`config.mk`:
```
export PLATFORM = sky130hd
export DESIGN_NAME = serial_packet_rx
export DESIGN_NICKNAME = d
export VERILOG_FILES = /design/src/rtl/serial_packet_rx.sv
export SDC_FILE = /design/constraint.sdc
export NUM_CORES = 1
export LEC_CHECK = 0
export CORE_MARGIN = 1.5
export CORE_UTILIZATION = 40
export CTS_BUF_LIST = sky130_fd_sc_hd__clkbuf_16
export CTS_CLUSTER_SIZE = 16
export DETAILED_ROUTE_END_ITERATION = 12
export HOLD_SLACK_MARGIN = 0.1
export PLACE_DENSITY_LB_ADDON = 0.2
export SLEW_MARGIN = 5
export SYNTH_ARGS = -nofsm -noshare
export SYNTH_HDL_FRONTEND = slang
export SYNTH_SLANG_ARGS = --single-unit
```
`constraint.sdc`:
```
create_clock -name clock -period 2.1 [get_ports clock]
set_input_delay 0.315 -clock clock [delete_from_list [all_inputs] [get_ports clock]]
set_output_delay 0.315 -clock clock [all_outputs]
set_load 0.05 [all_outputs]
```
`src/rtl/serial_packet_rx.sv`:
```
// rtl/serial_packet_rx.sv - serial packet receiver with address filter, even parity and one-entry output holding register
module serial_packet_rx #(
   parameter int ADDR_W    = 2,
   parameter int DATA_W    = 4,
   parameter int PARITY_EN = 1,
   parameter int CNT_W     = 8
) (
   input  logic              clock,
   input  logic              clear_n,
   input  logic              link,
   input  logic [ADDR_W-1:0] rx_addr,
   input  logic [ADDR_W-1:0] rx_mask,
   output logic              out_valid,
   input  logic              out_ready,
   output logic [ADDR_W-1:0] out_addr,
   output logic [DATA_W-1:0] out_data,
   output logic              perr,
   output logic              ovf,
   output logic [CNT_W-1:0]  drop_cnt,
   output logic [CNT_W-1:0]  err_cnt
);

   localparam int PKT_W  = ADDR_W + DATA_W;
   localparam int MAX_W  = (ADDR_W > DATA_W) ? ADDR_W : DATA_W;
   localparam int BCNT_W = $clog2(MAX_W + 1);
   localparam logic [BCNT_W-1:0] ADDR_LAST = BCNT_W'(ADDR_W - 1);
   localparam logic [BCNT_W-1:0] DATA_LAST = BCNT_W'(DATA_W - 1);

   typedef enum logic [1:0] {S_IDLE, S_ADDR, S_DATA, S_PAR} state_t;

   state_t            state, state_nxt;
   logic [BCNT_W-1:0] bit_cnt, bit_cnt_nxt;
   logic [PKT_W-1:0]  shift;
   logic [PKT_W-1:0]  pkt;
   logic              par_acc;
   logic              done, par_ok, addr_match, accept, load, drop, bad_par, take;

   always_ff @(posedge clock or negedge clear_n) begin
      if (!clear_n) begin
         state   <= S_IDLE;
         bit_cnt <= '0;
      end else begin
         state   <= state_nxt;
         bit_cnt <= bit_cnt_nxt;
      end
   end

   always_comb begin
      state_nxt   = state;
      bit_cnt_nxt = bit_cnt;
      case (state)
         S_IDLE: begin
            if (link) begin
               state_nxt   = S_ADDR;
               bit_cnt_nxt = '0;
            end
         end
         S_ADDR: begin
            if (bit_cnt == ADDR_LAST) begin
               state_nxt   = S_DATA;
               bit_cnt_nxt = '0;
            end else begin
               bit_cnt_nxt = bit_cnt + 1'b1;
            end
         end
         S_DATA: begin
            if (bit_cnt == DATA_LAST) begin
               state_nxt   = (PARITY_EN != 0) ? S_PAR : S_IDLE;
               bit_cnt_nxt = '0;
            end else begin
               bit_cnt_nxt = bit_cnt + 1'b1;
            end
         end
         default: begin
            state_nxt   = S_IDLE;
            bit_cnt_nxt = '0;
         end
      endcase
   end

   // Completion is decided on the edge sampling the final bit, so the last
   // field bit or parity bit is taken straight from link rather than the shifter.
   always_comb begin
      done       = ((state == S_DATA) && (bit_cnt == DATA_LAST) && (PARITY_EN == 0)) ||
                   (state == S_PAR);
      pkt        = (state == S_PAR) ? shift : {shift[PKT_W-2:0], link};
      par_ok     = (PARITY_EN == 0) ? 1'b1 : ~(par_acc ^ link);
      addr_match = (((pkt[PKT_W-1 -: ADDR_W] ^ rx_addr) & rx_mask) == '0);
      accept     = done && par_ok && addr_match;
      take       = out_valid && out_ready;
      load       = accept && (!out_valid || out_ready);
      drop       = accept && out_valid && !out_ready;
      bad_par    = done && !par_ok;
   end

   always_ff @(posedge clock or negedge clear_n) begin
      if (!clear_n) begin
         shift     <= '0;
         par_acc   <= 1'b0;
         out_valid <= 1'b0;
         out_addr  <= '0;
         out_data  <= '0;
         perr      <= 1'b0;
         ovf       <= 1'b0;
         drop_cnt  <= '0;
         err_cnt   <= '0;
      end else begin
         if (state == S_IDLE) begin
            shift   <= '0;
            par_acc <= 1'b0;
         end else if ((state == S_ADDR) || (state == S_DATA)) begin
            shift   <= {shift[PKT_W-2:0], link};
            par_acc <= par_acc ^ link;
         end

         if (load) begin
            out_valid <= 1'b1;
            out_addr  <= pkt[PKT_W-1 -: ADDR_W];
            out_data  <= pkt[DATA_W-1:0];
         end else if (take) begin
            out_valid <= 1'b0;
         end

         perr <= bad_par;
         ovf  <= drop;

         if (drop && (drop_cnt != '1))
            drop_cnt <= drop_cnt + 1'b1;
         if (bad_par && (err_cnt != '1))
            err_cnt <= err_cnt + 1'b1;
      end
   end

endmodule

```
-- After elaboration in Yosys (flattened, before gate mapping)
Cells that the tools add are included.
- logic and storage cells: 61
- flip-flop bits (word level): 37
- eq/ne operators: 10
- mux-type cells: 15
- reduce and logical (&&, ||, !) cells: 18
- $add $sub $neg: 3
- bitwise operators: 4
- operator list (kind ; number):
    $mux 6 ; 3
    $add 8x1->8 const B ; 2
    $ne 8x8->1 const B ; 2
    $logic_and 1x1->1 ; 9
    $mux 3 ; 3
    $pmux 3 s3 ; 1
    $mux 2 ; 3
    $ne 2x2->1 const B ; 3
    $pmux 2 s3 ; 1
    $eq 2x2->1 const B ; 2
    $logic_not 2->1 ; 2
    $mux 1 ; 4
    $reduce_bool 2->1 ; 2
    $add 3x1->3 const B ; 1
    $eq 3x1->1 const B ; 1
    $eq 3x2->1 const B ; 1
    $reduce_and 3->1 ; 1
    $and 2x2->2 ; 1
    $eq 2x1->1 const B ; 1
    $logic_not 1->1 ; 2
    $logic_or 1x1->1 ; 2
    $xor 2x2->2 ; 1
    $not 1->1 ; 1
    $xor 1x1->1 ; 1

-- Depth between registers and ports, before layout
Gate-level depths: netlist of the first run.
- word-level depth: 9
- gate-level depth with buffers: 7
- mapped depth without buffers: 7

-- Worst setup path before layout of the first run
No wires, ideal clock.
- path kind: register to register
- start point: register drop_cnt[0]
- end point: register drop_cnt[7]
- path buffers: 0
- data required time: 2018 ps
- path slack: 108 ps
- stages on the path, launching flop included: 7
- arrival time: 1910 ps
- period minus slack after synthesis: 1992 ps
- cell sequence: dfrtp_1 > ha_1 > and3_1 > a311oi_2 > nand4_4 > nor3_1 > xor2_1
- word-level cells in the longest chain between the ends: 2
- elaborated cells on any way between the ends: 3
- those cells by class: add/sub (1); eq/ne (1); reduce/logical (1)
- ends and longest elaborated chain (element ; line ; source):
    start, declared ; 19 ; output logic [CNT_W-1:0] drop_cnt,
    start signal, assigned ; 128 ; drop_cnt <= drop_cnt + 1'b1;
    branches (longest 2 deep; another with $add 8x1->8) ; - ;
Parallel ways; which one is timed is not known.
A chain may end at the register's enable or synchronous reset.

-- Worst setup path after layout of the first run
- start point: register state[1]
- end point: register out_data[0]
- word-level cells in the longest chain between the ends: 7
- elaborated cells on any way between the ends: 8
- those cells by class: eq/ne (1); mux (1); bitwise (2); reduce/logical (4)
- ends and longest elaborated chain (element ; line ; source):
    start, declared ; 31 ; state_t state, state_nxt;
    start signal, assigned ; 43 ; state <= state_nxt;
    $eq 2x2->1 (*) ; 85, 86 ;
    $mux 6 ; 86 ; pkt = (state == S_PAR) ? shift : {shift[PKT_W-2:0], link};
    $xor 2x2->2 ; 88 ; addr_match = (((pkt[PKT_W-1 -: ADDR_W] ^ rx_addr) & rx_mask) == '0);
    $and 2x2->2 ; 88 ;
    $logic_not 2->1 ; 88 ;
    $logic_and 1x1->1 ; 89 ; accept = done && par_ok && addr_match;
    $logic_and 1x1->1 ; 91 ; load = accept && (!out_valid || out_ready);
    end signal, assigned ; 119 ; out_data <= pkt[DATA_W-1:0];
    end, declared ; 16 ; output logic [DATA_W-1:0] out_data,
Every way passes the cells marked *; elsewhere a longest branch is shown, timed or not.

==> out/metrics.csv, run 1 <==
stage,metric,value,unit
global_routing,initial antenna violation count,0,
synth,Synth Instances,179,
timing,Slew HR,65.85,%
global_routing,largest net degree at the start of global routing,38,
routing,DR DRC count,0,
routing,WL per Instance,13.04,um
layout,fraction of layout cells with a size suffix above 1,12.67,%
floorplan,number of top-level pins,33,
worst_setup_path,"slowest stage cell, crit path",dfrtp_1,
clock_tree,CTS Buffer Depth,2,
worst_setup_path,Buffers & Inverters on Critical Path,0,
worst_setup_path,Reg2Reg Depth,6,
worst_setup_path,WS Path Type,flop to flop,
routing,initial drt markers,54,
synth,mean area per synthesized cell,10.61,um^2
layout,area growth from synthesis to layout,29.64,%
clock_tree,clk_lat worst skew,0.27,ns
synth,Seq cells post-synth,37,
clock_tree,# Post-CTS Setup Buffers,0,
place,pre-CTS WS,0.05953,ns
timing,"Slew Viols, Final",0,
synth,yosys warns,0,
place,port bufs,32,
worst_setup_path,WP data required,2.26,ns
pwr,pwr dens,1296,nW/um^2
floorplan,Std-Cell Rows,24,
layout,Ant. Diodes,0,
layout,Nets,239,
routing,Vias,1350,
synth,synth unique cells,31,
worst_setup_path,R2R Setup Slk,0.16,ns
timing,post-route clock period utilization,92.44,%
clock_tree,root buf cell,clkbuf_16,
floorplan,overall die area,5170,um^2
pwr,Peak VDD IR,0.5632,mV
timing,clock skew,0.005335,ns
routing,final WL,3559,um
synth,Main synth FF type,dfrtp_1,
clock_tree,clock slew seen by the registers of the worst setup and hold paths,0.06,ns
hold_path,Tightest Hold Check Type,input port to async pin,
global_routing,Overflow after GRT,0,
global_routing,vias in the first global route,1412,
global_routing,Total GRT Usage,15.95,%
timing,endpoints failing setup,0,
run_status,status,completed,
job,Max Cap Viol,0,
synth,area share of the largest cell type after synthesis,48.75,%
floorplan,Starting Density,42.45,%
routing,"antenna viol nets, final",0,
clock_tree,CTS Sinks,37,
floorplan,die height,71.91,um
timing,Final WS setup,0.1587,ns
routing,Pre-antenna DRT Iters,4,
routing,Avg Vias per Cell,4.945,
synth,Post-Syn Area,1899,um^2
clock_tree,post-cts resize count,0,
timing,actual slew at the worst max-slew pin,0.5106,ns
clock_tree,H-Tree Depth,2,
timing,final hold vios,0,
synth,Async SR Flop Fraction,100.0,%
synth,number of synthesized flops with an enable pin,0,
synth,Post-Syn Nets,198,
clock_tree,CTS tree,done,
timing,minimum clock period,1.941,ns
worst_setup_path,CP cell instances,ha_1 > mux2i_1 > mux2_4 > nand2_2 > nor2_2 > mux2_2,
worst_setup_path,cell depth of the worst setup path,6,
place,Placed Area,2300,um^2
worst_setup_path,Critical Path Sink Type,flop,
worst_setup_path,"slowest stage delay, CP",0.41,ns
synth,top post-synthesis cells by area,"dfrtp_1, ha_1, nand2_1, mux2_2, o21ai_0",
floorplan,core area,4474,um^2
worst_setup_path,CP Launch Type,flop,
worst_setup_path,critical path's top delay family,multiplexers,
timing,max frequency,515.1,MHz
synth,register area share after synthesis,48.75,%
layout,cell area after layout,2462,um^2
synth,most common cell in the synthesized netlist,dfrtp_1,
timing,Fin Hold WS,0.4674,ns
layout,final core occ,55.03,%
clock_tree,Post-CTS Hold Buffers,0,
place,hpwl dp,2622,um
synth,Synth top cells by count,"dfrtp_1, nand2_1, o21ai_0",
worst_setup_path,peak fanout along the critical path,5,
timing,RSZ-0062 raised after global routing,false,
worst_setup_path,critical path arrival,2.10,ns
clock_tree,CTS Buf Count,5,
floorplan,die width,71.91,um
pwr,Pleak,1.129,nW
global_routing,first-pass GRT wire length,6375,um
synth,cell taking the most area after synthesis,dfrtp_1,
place,GPL Wtd Cong,0.7654,
timing,setup TNS,0,ns
flip-flops by register name, indices dropped and copies added (netlist names):
| name | count |
|---|---|
| perr | 1 |
| state | 2 |
| out_valid | 1 |
| err_cnt | 8 |
| drop_cnt | 8 |
| out_addr | 2 |
| bit_cnt | 3 |
| shift | 6 |
| out_data | 4 |
| par_acc | 1 |
| ovf | 1 |
placed cells by master, fill, tap and decap left out, types with 8 or more instances in the layout:
master / count
dfrtp_1: 37
clkdlybuf4s50_1: 32
nand2_1: 27
o21ai_0: 14
inv_1: 13
ha_1: 11
nand2b_1: 8
xor2_1: 8
nor2_1: 8
final cells by class:
type	instances	area [um^2]
Timing Repair Buffer	38	365.4
Tap cell	52	65.06
Inverter	12	45.04
Sequential cell	37	925.9
Clock buffer	5	125.1
Fill cell	396	2012
Clock inverter	3	37.54
Multi-Input combinational cell	126	898.4
final timing paths:
kind                        startpoint     endpoint
min                            clear_n  out_data[2]
min in group clock         out_data[1]  out_data[1]
max in group asynchronous      clear_n          ovf
max reg2reg                   state[1]  out_data[0]
max                           state[1]  out_data[0]
min reg2reg                out_data[1]  out_data[1]
where the power goes:
group / switching, mW / internal [mW]
Sequential: 0.171 / 0.898
Clock: 0.270 / 0.551
Combinational: 0.789 / 0.515
metal layers:
layer  share of wire (%)  GRT usage (%)  wire length, um  up-vias
li1                    -              -                -      686
met1                  49          19.15             1739      633
met2                  46          26.95             1640       25
met3                 3.3          4.444              118        6
met4                 1.7          6.709               61        0
met5                   0              0                0        -
kinds of logic after synthesis:
| family | Yosys count | synth area share [%] |
|---|---|---|
| AND/OR/NAND/NOR | 62 | 15.88 |
| XOR/XNOR | 15 | 6.917 |
| AO/OA/AOI/OAI | 24 | 8.564 |
| buffers and inverters | 16 | 3.952 |
| adder cells (fa/ha/maj) | 11 | 7.246 |
| flip-flops | 37 | 48.75 |
| multiplexers | 14 | 8.696 |
stage by stage:
step	total power, mW	std cells
floorplan	1.993	179
detailed placement	2.391	265
CTS	3.231	273
finish	3.192	273
global placement	2.350	265
global route	3.399	273
Power figures use the tool's default switching activity.
==> inputs of run 2 (changes only) <==
--- a/config.mk
+++ b/config.mk
@@ -5,7 +5,6 @@
 export SDC_FILE = /design/constraint.sdc
 export NUM_CORES = 1
 export LEC_CHECK = 0
-export CORE_MARGIN = 1.5
 export CORE_UTILIZATION = 40
 export CTS_BUF_LIST = sky130_fd_sc_hd__clkbuf_16
 export CTS_CLUSTER_SIZE = 16
==> run 2 against run 1 <==
  * The flow now finishes with violations (DRC)
  * Clock skew fell by 0.0037 ns
  * Flip-flop and latch count did not move
  * First-iteration DRC count rose by 59%
  * Cell area fell by 1.3%
  * Sequential share of layout area rose by 0.50 points
  * Non-clock buffer count did not move
  * Total power fell by 4.5%
  * Setup slack got worse by 0.0060 ns
  * Utilization fell by 0.36 points
  * Clock power fell by 17%
  * Register-to-register slack barely moved
  * Largest cell class unchanged
  * Highest routed layer unchanged
==> out/metrics.csv, run 2 (same netlist as run 1, synthesis figures left out) <==
stage,metric,value,unit
clock_tree,post-cts resize count,0,
layout,Nets,239,
place,pre-CTS WS,0.01126,ns
floorplan,core area,4444,um^2
clock_tree,CTS Sinks,37,
layout,Largest regs,"drop_cnt: 8 flops, err_cnt: 8 flops, shift: 6 flops",
floorplan,die height,70.91,um
worst_setup_path,Critical Path Sink Type,flop,
pwr,Net Sw Frac,39.80,%
clock_tree,Post-CTS Hold Buffers,0,
clock_tree,clock slew seen by the registers of the worst setup and hold paths,0.05,ns
timing,Final WS setup,0.1527,ns
timing,endpoints failing setup,0,
timing,setup TNS,0,ns
timing,Fin Hold WS,0.4662,ns
layout,"most common cell after layout, fill and taps aside",dfrtp_1,
floorplan,Starting Density,42.74,%
timing,max frequency,513.5,MHz
global_routing,vias in the first global route,1346,
timing,"Slew Viols, Final",0,
timing,final hold vios,0,
worst_setup_path,peak fanout along the critical path,5,
worst_setup_path,CP Launch Type,flop,
timing,post-route clock period utilization,92.73,%
clock_tree,CTS Buf Count,5,
routing,"antenna viol nets, final",0,
place,Placed Area,2300,um^2
floorplan,overall die area,5028,um^2
clock_tree,root buf cell,clkbuf_16,
layout,final non-filler cell total,271,
place,GPL Wtd Cong,0.7959,
place,hpwl dp,2607,um
layout,cell area after layout,2430,um^2
global_routing,initial antenna violation count,0,
layout,final core occ,54.67,%
worst_setup_path,WS Path Type,flop to flop,
routing,Vias,1346,
layout,fraction of layout cells with a size suffix above 1,12.79,%
place,cell count after placement,265,
pwr,Comb pwr share,42.7,%
pwr,NetSw,1.214,mW
routing,Pre-antenna DRT Iters,10,
global_routing,Overflow after GRT,0,
pwr,total power,3.050,mW
routing,WL per Instance,13.27,um
clock_tree,CTS Buffer Depth,2,
timing,actual slew at the worst max-slew pin,0.5045,ns
clock_tree,CTS tree,done,
floorplan,Std-Cell Rows,24,
job,Max Cap Viol,0,
routing,initial drt markers,86,
hold_path,Tightest Hold Check Type,input port to async pin,
floorplan,die width,70.91,um
global_routing,largest net degree at the start of global routing,38,
layout,most frequent cells in the layout,"dfrtp_1, clkdlybuf4s50_1, nand2_1",
worst_setup_path,crit path launch,state[0],
pwr,clock share of power,22.4,%
layout,area growth from synthesis to layout,27.93,%
clock_tree,H-Tree Depth,2,
layout,Ant. Diodes,0,
routing,DR DRC count,6,
routing,final WL,3597,um
global_routing,first-pass GRT wire length,6196,um
timing,minimum clock period,1.947,ns
timing,RSZ-0062 raised after global routing,false,
timing,Slew HR,66.26,%
pwr,pwr dens,1255,nW/um^2
place,port bufs,32,
pwr,sequential power share,35.0,%
worst_setup_path,R2R Path Start,state[0],
clock_tree,clk_lat worst skew,0.27,ns
pwr,Pleak,1.112,nW
layout,# fillers,393,
global_routing,Total GRT Usage,15.67,%
routing,Avg Vias per Cell,4.967,
worst_setup_path,WP data required,2.25,ns
clock_tree,# Post-CTS Setup Buffers,0,
run_status,status,"finished, violations left",
floorplan,number of top-level pins,33,
run_status,failing checks,DRC,
pwr,cell-internal power,1.836,mW
timing,clock skew,0.001611,ns
pwr,Peak VDD IR,0.4917,mV
worst_setup_path,critical path arrival,2.10,ns
## run 2: cell types whose count changed in the layout (fill, tap and decap cells not counted)
cell / delta
clkinv_1: -1
inv_1: -1
clkinv_2: +1
bufinv_16: -1
## run 2: area by class of cell
| type | instances | area, um^2 | area share, % |
|---|---|---|---|
| clock buffer | 5 | 125.1 | 5.149 |
| multi-input combinational | 126 | 898.4 | 36.97 |
| clock inverter | 1 | 5.005 | 0.2060 |
| tap | 52 | 65.06 | 2.678 |
| inverter | 12 | 45.04 | 1.854 |
| sequential | 37 | 925.9 | 38.11 |
| timing repair buffer | 38 | 365.4 | 15.04 |
## run 2: final timing paths
path / end / slack (ns) / depth (start not counted)
min: out_data[0] / 0.47 / 2
max reg2reg: out_data[2] / 0.15 / 6
max: out_data[2] / 0.15 / 6
max in group asynchronous: drop_cnt[7] / 1.29 / 2
min reg2reg: out_data[1] / 0.48 / 1
min in group clock: out_data[1] / 0.48 / 1
## run 2: critical path, cell delays in order, from the launching register on
cell     delay [ns]
dfrtp_1        0.41
ha_1           0.22
mux2i_1        0.30
mux2_4         0.24
nand2_2        0.08
nor2_2         0.22
mux2_1         0.35
## run 2: per-layer routing
layer	routed length [um]	track usage (%)	vias up	share of wire (%)
li1	-	-	680	-
met1	1735	20.04	635	48
met2	1706	26.28	29	47
met3	147	4.843	2	4.1
met4	8	3.333	0	0.22
met5	0	0	-	0
## run 2: power groups by stage
stage,Sequential [mW],Combinational [mW],Clock (mW)
after CTS,1.07,1.32,0.708
after global placement,1.06,1.28,0
after floorplan,1.39,0.600,0
after detailed placement,1.08,1.31,0
final,1.07,1.30,0.683
after global routing,1.10,1.41,0.737
